`src/rtl/seg7_scan_ctrl.sv`:
```
// Bus-mapped 4-digit 7-segment scan controller with blanking gaps between digits.
// Optional register readback port is enabled with SEG7_READBACK_EN.
module seg7_scan_ctrl #(
  parameter logic [31:0] BASE_ADDR  = 32'h4000_0010,
  parameter logic [15:0] SCAN_DIV   = 16'd50000,
  parameter logic [7:0]  GAP_CYCLES = 8'd16
) (
  input  logic        clk,
  input  logic        rst_n,
  input  logic        we,
  input  logic [31:0] addr,
  input  logic [31:0] wdata,
  output logic [6:0]  led_out,
  output logic [3:0]  an_out
`ifdef SEG7_READBACK_EN
  ,
  output logic [31:0] rdata
`endif
);

  localparam logic [31:0] CTRL_ADDR = BASE_ADDR + 32'd4;
  localparam logic [15:0] DRIVE_LAST = SCAN_DIV - 16'd1;
  localparam logic [15:0] GAP_LAST = {8'h00, GAP_CYCLES - 8'd1};

  typedef enum logic [1:0] {OFF, DRIVE, GAP} state_t;

  state_t      state;
  logic [1:0]  idx;
  logic [15:0] cnt;
  logic [15:0] data_reg;
  logic        enable;
  logic [3:0]  mask;
  logic [1:0]  idx_next;
  logic        unused_wdata;

  assign idx_next = idx + 2'd1;
  assign unused_wdata = ^wdata[31:16];

  function automatic logic [6:0] decode(input logic [3:0] nib);
    case (nib)
      4'h0: decode = 7'h40;
      4'h1: decode = 7'h79;
      4'h2: decode = 7'h24;
      4'h3: decode = 7'h30;
      4'h4: decode = 7'h19;
      4'h5: decode = 7'h12;
      4'h6: decode = 7'h02;
      4'h7: decode = 7'h78;
      4'h8: decode = 7'h00;
      4'h9: decode = 7'h10;
      4'hA: decode = 7'h08;
      4'hB: decode = 7'h03;
      4'hC: decode = 7'h46;
      4'hD: decode = 7'h21;
      4'hE: decode = 7'h06;
      default: decode = 7'h0E;
    endcase
  endfunction

  // A masked digit still occupies its slot, just with everything dark.
  function automatic logic [3:0] digit_an(input logic [1:0] i, input logic [3:0] m);
    digit_an = m[i] ? ~(4'b0001 << i) : 4'hF;
  endfunction

  function automatic logic [6:0] digit_led(input logic [1:0] i, input logic [3:0] m,
                                           input logic [15:0] d);
    digit_led = m[i] ? decode(d[{i, 2'b00} +: 4]) : 7'h7F;
  endfunction

  always_ff @(posedge clk or negedge rst_n) begin
    if (!rst_n) begin
      data_reg <= 16'h0000;
      enable   <= 1'b1;
      mask     <= 4'hF;
    end else if (we) begin
      if (addr == BASE_ADDR) begin
        data_reg <= wdata[15:0];
      end else if (addr == CTRL_ADDR) begin
        enable <= wdata[0];
        mask   <= wdata[7:4];
      end
    end
  end

  // Outputs are registered alongside the state, so each branch loads the
  // values belonging to the state it is entering.
  always_ff @(posedge clk or negedge rst_n) begin
    if (!rst_n) begin
      state   <= OFF;
      idx     <= 2'd0;
      cnt     <= 16'd0;
      an_out  <= 4'hF;
      led_out <= 7'h7F;
    end else if (!enable) begin
      state   <= OFF;
      idx     <= 2'd0;
      cnt     <= 16'd0;
      an_out  <= 4'hF;
      led_out <= 7'h7F;
    end else begin
      case (state)
        OFF: begin
          state   <= DRIVE;
          idx     <= 2'd0;
          cnt     <= 16'd0;
          an_out  <= digit_an(2'd0, mask);
          led_out <= digit_led(2'd0, mask, data_reg);
        end
        DRIVE: begin
          if (cnt == DRIVE_LAST) begin
            cnt <= 16'd0;
            if (GAP_CYCLES == 8'd0) begin
              state   <= DRIVE;
              idx     <= idx_next;
              an_out  <= digit_an(idx_next, mask);
              led_out <= digit_led(idx_next, mask, data_reg);
            end else begin
              state   <= GAP;
              an_out  <= 4'hF;
              led_out <= 7'h7F;
            end
          end else begin
            cnt     <= cnt + 16'd1;
            an_out  <= digit_an(idx, mask);
            led_out <= digit_led(idx, mask, data_reg);
          end
        end
        GAP: begin
          if (cnt == GAP_LAST) begin
            state   <= DRIVE;
            idx     <= idx_next;
            cnt     <= 16'd0;
            an_out  <= digit_an(idx_next, mask);
            led_out <= digit_led(idx_next, mask, data_reg);
          end else begin
            cnt     <= cnt + 16'd1;
            an_out  <= 4'hF;
            led_out <= 7'h7F;
          end
        end
        default: begin
          state   <= OFF;
          idx     <= 2'd0;
          cnt     <= 16'd0;
          an_out  <= 4'hF;
          led_out <= 7'h7F;
        end
      endcase
    end
  end

`ifdef SEG7_READBACK_EN
  always_comb begin
    rdata = 32'h0000_0000;
    if (addr == BASE_ADDR) begin
      rdata = {16'h0000, data_reg};
    end else if (addr == CTRL_ADDR) begin
      rdata = {24'h00_0000, mask, 3'b000, enable};
    end
  end
`endif

endmodule

```
`config.mk`:
```
export PLATFORM = sky130hd
export DESIGN_NAME = seg7_scan_ctrl
export DESIGN_NICKNAME = d
export VERILOG_FILES = /design/src/rtl/seg7_scan_ctrl.sv
export SDC_FILE = /design/constraint.sdc
export NUM_CORES = 1
export LEC_CHECK = 0
export CAP_MARGIN = 5
export CELL_PAD_IN_SITES_DETAIL_PLACEMENT = 1
export CELL_PAD_IN_SITES_GLOBAL_PLACEMENT = 1
export CORE_ASPECT_RATIO = 2
export CORE_UTILIZATION = 40
export CTS_BUF_LIST = sky130_fd_sc_hd__clkbuf_4 sky130_fd_sc_hd__clkbuf_8
export DETAILED_ROUTE_END_ITERATION = 12
export GPL_ROUTABILITY_DRIVEN = 1
export GPL_TIMING_DRIVEN = 1
export PLACE_DENSITY_LB_ADDON = 0.1
export REMOVE_ABC_BUFFERS = 1
export SETUP_SLACK_MARGIN = 0.02
export SKIP_LAST_GASP = 1
export SLEW_MARGIN = 10
export SYNTH_ARGS = -nofsm -noshare
export SYNTH_HDL_FRONTEND = slang
export SYNTH_SLANG_ARGS = --single-unit
```
`constraint.sdc`:
```
create_clock -name clk -period 5.9 [get_ports clk]
set_input_delay 1.18 -clock clk [delete_from_list [all_inputs] [get_ports clk]]
set_output_delay 1.18 -clock clk [all_outputs]
set_load 0.05 [all_outputs]
```
Word-level counts from Yosys, hierarchy flattened
Memories as Yosys holds them, arrays and structs flattened.
Cells that the tools add are included.
{"block": "totals", "input_bits": 67, "ff_bits": 52, "wordCells": 65, "n_memories": 3, "latch_bits": 0, "romBits": 336, "ramBits": 0}
{"name": "(name not given)", "words": 16, "width": 7, "read_ports": 1, "rd_ports_with_merged_regs": 0, "wr": 0, "line": "40", "source": "case (nib)"}
{"name": "(name not given)", "words": 16, "width": 7, "read_ports": 1, "rd_ports_with_merged_regs": 0, "wr": 0, "line": "40"}
{"name": "(name not given)", "words": 16, "width": 7, "read_ports": 1, "rd_ports_with_merged_regs": 0, "wr": 0, "line": "40"}
{"block": "classes", "n_bitwise": 3, "n_addsub": 2, "reduce_logical": 5, "n_mul": 0, "eq_ne": 9, "n_shift": 4, "n_mux": 29, "n_lt_le_gt_ge": 2, "n_div": 0}
{"op": "== test 32 x 31 -> 1 bit, second input constant", "n": 2}
{"op": "two-way mux 16 bit", "n": 3}
{"op": "two-way mux 7 bit", "n": 6}
{"op": "one-hot mux 16 bit (2 select lines)", "n": 1}
{"op": "indexed part select 16 x 5 -> 4 bit", "n": 2}
{"op": "one-hot mux 7 bit (3 select lines)", "n": 1}
{"op": "two-way mux 4 bit", "n": 5}
{"op": "adder 16 x 1 -> 16 bit, second input constant", "n": 1}
{"op": "== test 16 bit, second input constant", "n": 1}
{"op": "== test 16 x 4 -> 1 bit, second input constant", "n": 1}
{"op": "one-hot mux 4 bit (3 select lines)", "n": 1}
{"op": "two-way mux 2 bit", "n": 5}
{"op": "inverter 4 bit", "n": 2}
{"op": "left shift 1 x 2 -> 4 bit, first input constant", "n": 2}
{"op": "less-than comparator 2 x 3 -> 1 bit, second input constant", "n": 2}
{"op": "!= test 3 bit, second input constant", "n": 2}
{"op": "one-hot mux 2 bit (3 select lines)", "n": 1}
{"op": "AND reduction 2 bit", "n": 3}
{"op": "binary-select mux 1 bit (select 2 bit)", "n": 2}
{"op": "one-hot mux 2 bit (2 select lines)", "n": 1}
{"op": "two-way mux 1 bit", "n": 3}
{"op": "AND reduction 3 bit", "n": 1}
{"op": "adder 2 x 1 -> 2 bit, second input constant", "n": 1}
{"op": "== test 2 x 1 -> 1 bit, second input constant", "n": 1}
{"op": "4 further kinds", "n": 4}

Logic depth before layout (Yosys ltp)
{"block": "logic_depth", "depth_word": 7, "depth_mapped": 13, "ltp_nobuf": 10}

Worst setup path before layout
OpenSTA, ideal clock, no wires.
{"block": "synth_timing", "path_kind": "register -> register", "startpoint": "reg idx[0]", "endpoint": "reg led_out[1]", "n_path_buf": 3, "path_stages_with_launch": 13, "synth_period_minus_slack_ns": 3.031, "t_arrival_ns": 2.947, "setup_slack_ns": 2.869, "path_cell_list": "dfrtp_1 -> buf_2 -> buf_2 -> inv_1 -> ha_1 -> buf_6 -> mux4_2 -> inv_1 -> ha_1 -> inv_1 -> nor2_1 -> a221o_1 -> a221o_1"}
{"block": "synth_between", "elab_chain_len": 7, "word_cells_on_any_way": 15}
{"element": "from (decl)", "line": "28", "source": "logic [1:0] idx;"}
{"element": "from (signal assigned)", "line": "114", "source": "idx <= idx_next;"}
{"element": "from (signal assigned)", "line": "131", "source": "idx <= idx_next;"}
{"element": "adder 2 x 1 -> 2 bit", "line": "36", "source": "assign idx_next = idx + 2'd1;"}
{"element": "indexed part select 16 x 5 -> 4 bit / binary-select mux 1 bit (select 2 bit) (equally long branches)", "line": "67", "source": "digit_led = m[i] ? decode(d[{i, 2'b00} +: 4]) : 7'h7F;"}
{"element": "memory (16 x 7 bit) / two-way mux 1 bit (equally long branches)"}
{"element": "two-way mux 7 bit", "line": "67"}
{"element": "two-way mux 7 bit", "line": "129", "source": "if (cnt == GAP_LAST) begin"}
{"element": "one-hot mux 7 bit (3 select lines) (*)", "line": "101", "source": "case (state)"}
{"element": "two-way mux 7 bit (*)", "line": "94", "source": "end else if (!enable) begin"}
{"element": "to (signal assigned)", "line": "107", "source": "led_out <= digit_led(2'd0, mask, data_reg);"}
{"element": "to (signal assigned)", "line": "125", "source": "led_out <= digit_led(idx, mask, data_reg);"}
{"element": "to (signal assigned)", "line": "134", "source": "led_out <= digit_led(idx_next, mask, data_reg);"}
{"element": "to (decl)", "line": "13", "source": "output logic [6:0] led_out,"}
Mark *: on every way between the ends. The rest lies on a longest branch, timed or not. The select of a mux whose other input is x is not followed.
A chain may end at the register's enable or synchronous reset.

Final worst setup path
Ends and elaborated chain as after synthesis.

==> key figures <==
Layout
  • Share of cells above drive strength 1: 15.3%
  • Ant diodes: 0
  • P&R area growth vs syn: 20.9%
  • Final Cell Area: 4390 um^2
  • # nets final: 500
  • Non-filler cells, final: 506

Flow run
  • Max_cap viols: 0

Floorplanning
  • Row cnt: 48
  • # IOs: 78
  • Core area: 8710 um^2
  • Initial core utilization: 41.7%
  • Die width: 69.4 um
  • Die Footprint: 9480 um^2
  • Die height: 137 um

Route
  • Final WL: 9.67 mm
  • Met1 Wirelength: 3.35 mm
  • DRC violation count after routing: 0
  • Highest Signal Layer: met4
  • Vias: 2927
  • Wire per inst: 19.1 um
  • Via density per instance: 5.78
  • Met3 routed WL: 130 um
  • DR WL met2: 5.78 mm
  • Post-DRT Antenna Nets: 0
  • Detailed Route Iter0 Violations: 80
  • DR pass1 iterations: 4

Logic synthesis
  • Sequential area share after synthesis: 36.4%
  • Yosys reg bits: 52
  • Count leader, synth: dfrtp_1
  • Number of synthesized flops with an enable pin: 0
  • Synth top area cells: dfrtp_1 25%, dfstp_2 12%, ha_1 9.7%
  • Top FF cell, synth: dfrtp_1
  • Synth unique cells: 60
  • Top cells by count, synth: 36 x dfrtp_1, 30 x nor2_1, 28 x ha_1
  • Synth Area per Inst: 10.3 um^2
  • Mapped Cells: 353
  • Fraction of registers with async set or reset after synthesis: 100%
  • Mapped Area: 3630 um^2
  • Synth area leader: dfrtp_1
  • Total number of yosys warnings: 0
  • Post-synth top area share: 24.8%

Global routing
  • Vias in the first global route: 3205
  • Total GRT Usage: 21.9%
  • First-pass GRT wire length: 16.0 mm
  • Largest net degree at the start of global routing: 53
  • Remaining global-route overflow: 0
  • Initial antenna violation count: 0

Setup path
  • Slowest stage delay, CP: 0.82 ns
  • Worst setup EP type: flip-flop
  • Most frequent CP cell: inv_1
  • CP Max Fanout: 17
  • Slowest cell on crit path: dfrtp_1
  • Worst EP required: 6.15 ns
  • CP Class: flip-flop to flip-flop
  • Worst EP arrival: 4.00 ns
  • Nature of the critical path startpoint: flip-flop
  • Critical Path, Cell by Cell: inv_1 > ha_1 > mux4_2 > inv_1 > ha_1 > inv_1 > nor2_1 > a221o_1 > a221o_1

Placed design
  • Placed cells: 498
  • DP Area: 4290 um^2
  • GP Congestion: 0.891
  • Hpwl dp: 7.88 mm
  • Pre-CTS setup slack: 2.12 ns
  • Port bufs: 61

Power
  • Reg power frac: 57.7%
  • Net switching power: 136 uW
  • Internal: 482 uW
  • Peak VDD IR: 0.133 mV
  • Switching Share: 22.1%
  • Cell leakage power: 1.74 nW
  • Comb pwr share: 6.8%
  • Clock Power Share: 35.4%
  • Power per cell area: 141 nW/um^2

Clocking
  • CTS tree: done
  • PostCTS Resize Cnt: 0
  • Clk root buf: clkbuf_8
  • Setup bufs post-CTS: 0
  • Worst-Skew Late Latency: 0.32 ns
  • Hold-fix buffers at CTS: 0
  • TritonCTS buffer count: 5
  • CTS H-tree lvls: 2
  • Max Root-Sink Buffers: 2
  • Clk sink count: 52
  • Reg clk slew, reported paths: 0.10 ns

Timing
  • Slew headroom: 47.2%
  • Slew @ Worst Pin: 0.786 ns
  • Endpoints failing setup: 0
  • Worst setup margin: 2.15 ns
  • RSZ-0062 raised after global routing: false
  • Post-route minimum period: 3.75 ns
  • Final Max Tran Viols: 0
  • Peak Freq: 0.266 GHz
  • Worst Clk Skew: 0.0146 ns
  • Tcrit/Tclk final: 63.6%
  • Hold Vio Cnt, Final: 0
  • Fin Setup TNS: 0 ns

Run status
  • Status: finished, final reports clean

Hold path
  • Worst Hold Class: flip-flop to flip-flop
==> worst max-delay path: cells and delay by family, from the launching register on <==
| family | cells | cell delay (ns) |
|---|---|---|
| flip-flops | 1 | 0.82 |
| adder cells (fa/ha/maj) | 2 | 0.92 |
| AO/OA/AOI/OAI | 2 | 0.74 |
| multiplexers | 1 | 0.66 |
| AND/OR/NAND/NOR | 1 | 0.05 |
| buffers and inverters | 3 | 0.49 |
==> cell type report <==
type	count	area [um^2]
Timing Repair Buffer	63	621
Clock buffer	6	82.6
Fill cell	989	4320
Inverter	21	78.8
Tap cell	100	125
Sequential cell	52	1320
Multi-Input combinational cell	262	2140
Clock inverter	2	15.0
==> per-stage QoR <==
stage / power, mW / hold slack (ns) / utilization [%]
finish: 0.618 / 0.494 / 50.4
global route: 0.644 / 0.533 / 50.4
CTS: 0.627 / 0.494 / 50.4
detailed placement: 0.407 / 0.480 / 49.3
global placement: 0.406 / 0.462 / 49.3
floorplan: 0.365 / 0.447 / -
==> path summary, 6_finish.rpt <==
kind,start,slack [ns],depth (start not counted),endpoint
max,idx[0],2.15,9,led_out[1]
min in group asynchronous,rst_n,0.96,2,data_reg[1]
min,cnt[0],0.49,1,cnt[0]
min reg2reg,cnt[0],0.49,1,cnt[0]
max reg2reg,idx[0],2.15,9,led_out[1]
max in group asynchronous,rst_n,4.49,2,data_reg[14]
==> cells in the final DEF (no fill, tap or decap), drive strengths merged, types with 11 or more instances in the layout <==
cell           instances
dfstp                 16
mux4                  12
ha                    28
dfrtp                 36
mux2                  23
inv                   21
o21ai                 17
nand2                 25
nand3                 11
mux2i                 12
clkdlybuf4s50         60
nor2                  30
==> metal layers <==
metal  track usage (%)  vias to the layer above
met1              21.6                     1468
met5                 0                        -
met2              43.5                       49
met4              11.8                        0
li1                  -                     1384
met3              2.28                       26
==> logic make-up after synthesis <==
group,after synthesis,share of synthesized area (%)
buffers and inverters,39,4.52
DFF,52,36.4
adders and majority gates,28,9.65
xor gates and xnor gates,15,3.62
and+or+nand+nor,112,16.1
muxes,47,18.2
AOI/OAI and AO/OA,60,11.5
==> power by group through the flow <==
| stage | clock network (mW) | registers (mW) | logic (mW) |
|---|---|---|---|
| 6_report | 0.219 | 0.357 | 0.0423 |
| 5_1_grt | 0.241 | 0.357 | 0.0463 |
| 4_1_cts | 0.227 | 0.357 | 0.0436 |
| 3_5_place_dp | 0 | 0.363 | 0.0434 |
| 3_3_place_gp | 0 | 0.363 | 0.0424 |
| 2_1_floorplan | 0 | 0.363 | 0.00152 |
Power figures use the tool's default switching activity.
==> variant 1: new RTL, same flow settings <==
Register the output `led_out` once more; this adds one clock of latency there. The other outputs are not delayed to match.
--- a/src/rtl/seg7_scan_ctrl.sv
+++ b/src/rtl/seg7_scan_ctrl.sv
@@ -23,6 +23,8 @@
   localparam logic [15:0] GAP_LAST = {8'h00, GAP_CYCLES - 8'd1};
 
   typedef enum logic [1:0] {OFF, DRIVE, GAP} state_t;
+
+  logic [6:0] led_s0;
 
   state_t      state;
   logic [1:0]  idx;
@@ -90,13 +92,13 @@
       idx     <= 2'd0;
       cnt     <= 16'd0;
       an_out  <= 4'hF;
-      led_out <= 7'h7F;
+      led_s0 <= 7'h7F;
     end else if (!enable) begin
       state   <= OFF;
       idx     <= 2'd0;
       cnt     <= 16'd0;
       an_out  <= 4'hF;
-      led_out <= 7'h7F;
+      led_s0 <= 7'h7F;
     end else begin
       case (state)
         OFF: begin
@@ -104,7 +106,7 @@
           idx     <= 2'd0;
           cnt     <= 16'd0;
           an_out  <= digit_an(2'd0, mask);
-          led_out <= digit_led(2'd0, mask, data_reg);
+          led_s0 <= digit_led(2'd0, mask, data_reg);
         end
         DRIVE: begin
           if (cnt == DRIVE_LAST) begin
@@ -113,16 +115,16 @@
               state   <= DRIVE;
               idx     <= idx_next;
               an_out  <= digit_an(idx_next, mask);
-              led_out <= digit_led(idx_next, mask, data_reg);
+              led_s0 <= digit_led(idx_next, mask, data_reg);
             end else begin
               state   <= GAP;
               an_out  <= 4'hF;
-              led_out <= 7'h7F;
+              led_s0 <= 7'h7F;
             end
           end else begin
             cnt     <= cnt + 16'd1;
             an_out  <= digit_an(idx, mask);
-            led_out <= digit_led(idx, mask, data_reg);
+            led_s0 <= digit_led(idx, mask, data_reg);
           end
         end
         GAP: begin
@@ -131,11 +133,11 @@
             idx     <= idx_next;
             cnt     <= 16'd0;
             an_out  <= digit_an(idx_next, mask);
-            led_out <= digit_led(idx_next, mask, data_reg);
+            led_s0 <= digit_led(idx_next, mask, data_reg);
           end else begin
             cnt     <= cnt + 16'd1;
             an_out  <= 4'hF;
-            led_out <= 7'h7F;
+            led_s0 <= 7'h7F;
           end
         end
         default: begin
@@ -143,7 +145,7 @@
           idx     <= 2'd0;
           cnt     <= 16'd0;
           an_out  <= 4'hF;
-          led_out <= 7'h7F;
+          led_s0 <= 7'h7F;
         end
       endcase
     end
@@ -160,5 +162,9 @@
   end
 `endif
 
+  always_ff @(posedge clk) begin
+    led_out <= led_s0;
+  end
+
 endmodule
 
Function: changed (Yosys sat finds a counterexample within 4 cycles, from zero or initial values and one cycle with rst_n low).
==> variant 1 against the original RTL <==
- the flow now finishes with violations (DRC)
- final area up 8.2%
- synthesized cell count up 7.1%
- sequential cell count up 7
- highest routed layer unchanged
- setup slack better by 0.36 ns
- power up 39%
- critical endpoint is now led_s0[2]
- synthesized area up 6.0%
- die area up 5.8%
- wire length up 4.4%
- clock skew down 0.0046 ns
==> variant 1: results (changes against the original RTL) <==
Non-clk invs = 19 (was 21)
Seq_cells = 59 (was 52)
Top post-synthesis cells by area = dfrtp_1 (23%), dfstp_2 (11%), ha_1 (9.1%) (was dfrtp_1 (25%), dfstp_2 (12%), ha_1 (9.7%))
Slowest stage cell, crit path = ha_1 (was dfrtp_1)
Non-clock buffer share = 13.23% (was 14.14%)
Status = complete, but fails checks (was finished clean)
Worst Hold Endpoint = led_out[5] (was cnt[0])
CTS Buf Count = 9 (was 5)
Comb_multi_in = 283 (was 262)
Static leakage = 1.929 nW (was 1.737 nW)
Clock-cell share of area = 4.456% (was 2.224%)
H-tree levels = 3 (was 2)
Seq/Total Area, Yosys = 38.00% (was 36.40%)
R2r setup slk = 2.51 ns (was 2.15 ns)
Unique masters post-synth = 57 (was 60)
Worst Path Arrival = 3.66 ns (was 4.00 ns)
# Taps = 104 (was 100)
# clk buffers = 12 (was 6)
# fillers = 1055 (was 989)
Total GRT Usage = 22.44% (was 21.88%)
Via count of the first global-routing pass = 3525 (was 3205)
Slew HR = 50.40% (was 47.22%)
Post-placement cell area = 4534 µm² (was 4290 µm²)
First-pass DRT Iterations = 8 (was 4)
CP max stage delay = 0.66 ns (was 0.82 ns)
Multi-input combinational area share = 47.27% (was 48.87%)
Vias = 3155 (was 2927)
Drc violations = 1 (was 0)
Final Wtd Congestion = 0.8481 (was 0.8912)
FF+latch area = 1461 µm² (was 1321 µm²)
Commonest cells post-synth = dfrtp_1 (36), nand2_1 (31), nor2_1 (31) (was dfrtp_1 (36), nor2_1 (30), ha_1 (28))
Nonclk buf count = 64 (was 63)
CP Launch Point = idx[1] (was idx[0])
CP Max Fanout = 11 (was 17)
First-iteration detailed-routing DRC count = 62 (was 80)
Total grt overflow = 0 (unchanged)
Final wirelength = 10090 µm (was 9669 µm)
Post-DP HPWL = 8061 µm (was 7876 µm)
First-pass GRT wire length = 17100 µm (was 16010 µm)
Maximum VDD drop = 0.1158 mV (was 0.1329 mV)
Worst Hold Depth = 0 (was 1)
FF-to-FF End = led_s0[2] (was led_out[1])
Max Clock Skew = 0.009930 ns (was 0.01456 ns)
Share of cells above drive strength 1 = 17.91% (was 15.27%)
Hold_sp = led_s0[5] (was cnt[0])
P&R area growth vs syn = 23.39% (was 20.89%)
PortBufs = 61 (unchanged)
FFs w/ async S/R, synth = 88.14% (was 100.0%)
Layout net count = 531 (was 500)
Failing checks = DRC
Clk slew on worst S/H paths = 0.07 ns (was 0.10 ns)
Skew-Pair Late Insertion Delay = 0.36 ns (was 0.32 ns)
==> variant 1: cell types whose count changed in the layout (fill, tap and decap cells not counted), sizes merged, moves of 3 or more <==
| cell | before | now |
|---|---|---|
| nand2 | 25 | 31 |
| a31oi | 1 | 4 |
| and2 | 1 | 5 |
| nor3 | 7 | 10 |
| clkbuf | 6 | 12 |
| nand4 | 5 | 9 |
| mux2i | 12 | 15 |
| dfxtp | 0 | 7 |
| nand2b | 1 | 5 |
==> variant 1: metal layers <==
metal | share of wire [%] | vias up | global-route usage, %
met2 | 60 | 75 | 44.96
met5 | 0 | - | 0
met3 | 2.6 | 31 | 3.645
li1 | - | 1487 | -
met1 | 33 | 1562 | 20.46
met4 | 4.3 | 0 | 11.79
==> variant 1: kinds of logic (layout without fill, tap and decap cells) <==
logic type	after synthesis	after routing	synth area share, %
AOI/OAI and AO/OA	58	58	10.80
DFF	59	59	38.00
adders and majority gates	28	28	9.109
and+or+nand+nor	134	134	18.22
muxes	48	48	16.79
xor gates and xnor gates	15	15	3.416
buffers and inverters	36	99	3.676
==> variant 1: power breakdown <==
part | switching [W] | total (W) | internal (W)
clock | 0.000164 | 0.000392 | 0.000228
combinational | 0.0000166 | 0.0000512 | 0.0000347
sequential | 0.00000643 | 0.000417 | 0.000410
==> variant 1: per-stage QoR <==
step / std cells / worst slack (ns) / hold slack (ns)
finish: 545 / 2.507 / 0.3964
global route: 545 / 2.314 / 0.4042
CTS: 545 / 2.487 / 0.3977
detailed placement: 529 / 2.504 / 0.3882
global placement: 529 / 2.574 / 0.3863
floorplan: 361 / 2.742 / 0.3856
==> variant 2: new RTL, config.mk and constraints unchanged <==
Made on the original files. Add a define of `SEG7_READBACK_EN`.
--- a/src/rtl/seg7_scan_ctrl.sv
+++ b/src/rtl/seg7_scan_ctrl.sv
@@ -1,5 +1,7 @@
 // Bus-mapped 4-digit 7-segment scan controller with blanking gaps between digits.
 // Optional register readback port is enabled with SEG7_READBACK_EN.
+`define SEG7_READBACK_EN
+
 module seg7_scan_ctrl #(
   parameter logic [31:0] BASE_ADDR  = 32'h4000_0010,
   parameter logic [15:0] SCAN_DIV   = 16'd50000,
Check against the original RTL (old outputs only; new: rdata): equivalent (equiv_simple and equiv_induct, registers matched by name and starting in step).
==> variant 2 against the original RTL <==
- sequential cell count is the same
- count of clock-buffer cells in the layout fell by 1
- die area grew 6.1%
- critical path depth is 3 lower
- largest cell class unchanged
- core utilization down 0.11 points
- setup slack worse by 1.5 ns
- final cell count increased by 13%
- final area grew 7.5%
- synthesized area increased by 6.2%
- power up 7.3%
- wire length grew 17%
- global-route usage increased by 2.4 points
==> variant 2: results (changes against the original RTL) <==
Status = finished clean (unchanged)
Unique masters post-synth = 53 (was 60)
ANT cells = 0 (unchanged)
First-iteration detailed-routing DRC count = 66 (was 80)
YS warnings = 0 (unchanged)
Via count of the first global-routing pass = 3542 (was 3205)
Slew HR = 18.84% (was 47.22%)
Commonest cells post-synth = dfrtp_1 (36), ha_1 (28), inv_1 (26), nor2_1 (26), o21ai_0 (24) (was dfrtp_1 (36), nor2_1 (30), ha_1 (28))
FF-to-FF End = led_out[0] (was led_out[1])
Worst Path Arrival = 4.10 ns (was 4.00 ns)
Post-DP HPWL = 9011 µm (was 7876 µm)
Finished Layout Cells = 571 (was 506)
Setup Fix Bufs, Post-CTS = 0 (unchanged)
Post-placement cell area = 4624 µm² (was 4290 µm²)
FFs w/ async S/R, synth = 100.0% (unchanged)
Clk slew on worst S/H paths = 0.11 ns
Final wirelength = 11320 µm (was 9669 µm)
Met2 WL post-DR = 6622 µm (was 5779 µm)
Final Wtd Congestion = 0.9283 (was 0.8912)
Slowest stage cell, crit path = clkdlybuf4s50_1 (was dfrtp_1)
Hold_sp = cnt[0] (unchanged)
Skew-Pair Late Insertion Delay = 0.32 ns (about the same)
Sw frac = 27.03% (was 22.06%)
Top post-synthesis cells by area = dfrtp_1 (23%), dfstp_2 (11%), ha_1 (9.1%) (was dfrtp_1 (25%), dfstp_2 (12%), ha_1 (9.7%))
Max Clock Skew = 0.01303 ns (was 0.01456 ns)
CTS root buf = clkbuf_8 (unchanged)
H-tree levels = 2 (unchanged)
Total GRT Usage = 24.26% (was 21.88%)
First-pass GRT wire length = 18530 µm (was 16010 µm)
Drt via density = 5.755 (was 5.785)
Metal3 WL = 190 µm (was 130 µm)
Reg2reg path depth = 7 (was 9)
First-pass DRT Iterations = 4 (unchanged)
Worst Hold Endpoint = cnt[0] (unchanged)
Layout net count = 561 (was 500)
WL met1 = 4046 µm (was 3352 µm)
CTS Buf Count = 5 (unchanged)
Cells after Synth = 400 (was 353)
Maximum VDD drop = 0.1189 mV (was 0.1329 mV)
CP Max Fanout = 17 (unchanged)
Delay-heaviest family, CP = simple AND/OR/NAND/NOR gates (was adder cells)
R2r startpoint = idx[1] (was idx[0])
Seq/Total Area, Yosys = 34.26% (was 36.40%)
CP max stage delay = 0.84 ns (was 0.82 ns)
PortBufs = 77 (was 61)
PostCTS Resize Cnt = 0 (unchanged)
HP Class = reg2reg (unchanged)
Share of cells above drive strength 1 = 14.99% (was 15.27%)
Antenna violations before repair = 0 (unchanged)
Worst Hold Depth = 1 (unchanged)
Largest net degree at the start of global routing = 53 (unchanged)
Clk buf depth = 2 (unchanged)
Top Layer Used = met4 (unchanged)
R2r setup slk = 2.89 ns (was 2.15 ns)
Static leakage = 1.942 nW (was 1.737 nW)
## variant 2: cell count changes in the layout (fill, tap and decap cells not counted), moves of 5 or more
| cell | delta |
|---|---|
| a221o_1 | -7 |
| a22o_1 | +5 |
| and2_1 | +11 |
| clkdlybuf4s50_1 | +16 |
| conb_1 | +16 |
| inv_1 | +5 |
| mux2_1 | -5 |
| mux2_2 | +5 |
| nand2_1 | -9 |
| nand3_1 | +8 |
| nor3_1 | +5 |
| o21ai_0 | +8 |
| or3_1 | -5 |
## variant 2: cell families (layout without fill, tap and decap cells)
family,after synthesis,after routing,share of synthesized area [%]
AND/OR/NAND/NOR,126,126,17.85
AO/OA/AOI/OAI,74,74,12.30
buffers and inverters,63,115,8.079
flip-flops,52,52,34.26
multiplexers,41,41,14.93
adder cells (fa/ha/maj),28,28,9.085
XOR/XNOR,15,15,3.407
other,1,16,0.09725
## variant 2: power groups by stage
stage          combinational (W)  sequential [W]  clock (W)
5_1_grt                0.0000801        0.000371   0.000243
3_3_place_gp           0.0000733        0.000377          0
3_5_place_dp           0.0000747        0.000377          0
2_1_floorplan          0.0000311        0.000375          0
6_report               0.0000743        0.000370   0.000219
4_1_cts                0.0000750        0.000370   0.000232
## variant 2: metal layers
metal / vias up / track usage [%]
li1: 1531 / -
met1: 1665 / 25.03
met2: 65 / 46.82
met3: 25 / 2.788
met4: 0 / 11.58
met5: - / 0
## variant 2: worst max path at each step
stage                  start  endpoint  slack (ns)  depth (start not counted)
finish              addr[11]  rdata[5]        0.62                          6
global placement     addr[8]  rdata[5]        0.63                          6
CTS                 addr[11]  rdata[5]        0.60                          6
floorplan            addr[5]  rdata[1]        1.45                          3
global route         addr[8]  rdata[0]        0.34                          6
detailed placement  addr[11]  rdata[5]        0.59                          6
## variant 2: worst register-to-register path: stages (launching register included)
cell,delay [ns]
dfrtp_1,0.62
inv_1,0.19
ha_1,0.52
mux4_2,0.71
or2_2,0.40
a21boi_0,0.21
o21ai_0,0.14
nand4_1,0.17
## variant 2: through the flow
step	setup WS [ns]	hold WS, ns	util, %
detailed placement	0.5933	0.4536	49.28
global placement	0.6308	0.4454	49.28
floorplan	1.454	0.4329	-
global route	0.3413	0.4933	50.28
finish	0.6198	0.4652	50.28
CTS	0.5968	0.4699	50.28
## variant 2: area by class of cell
cell class | instances | area, µm²
fill | 1087 | 4666
multi-input combinational | 300 | 2280
sequential | 52 | 1321
timing repair buffer | 81 | 795.8
tap | 104 | 130.1
inverter | 26 | 97.59
clock buffer | 5 | 68.82
clock inverter | 3 | 25.02
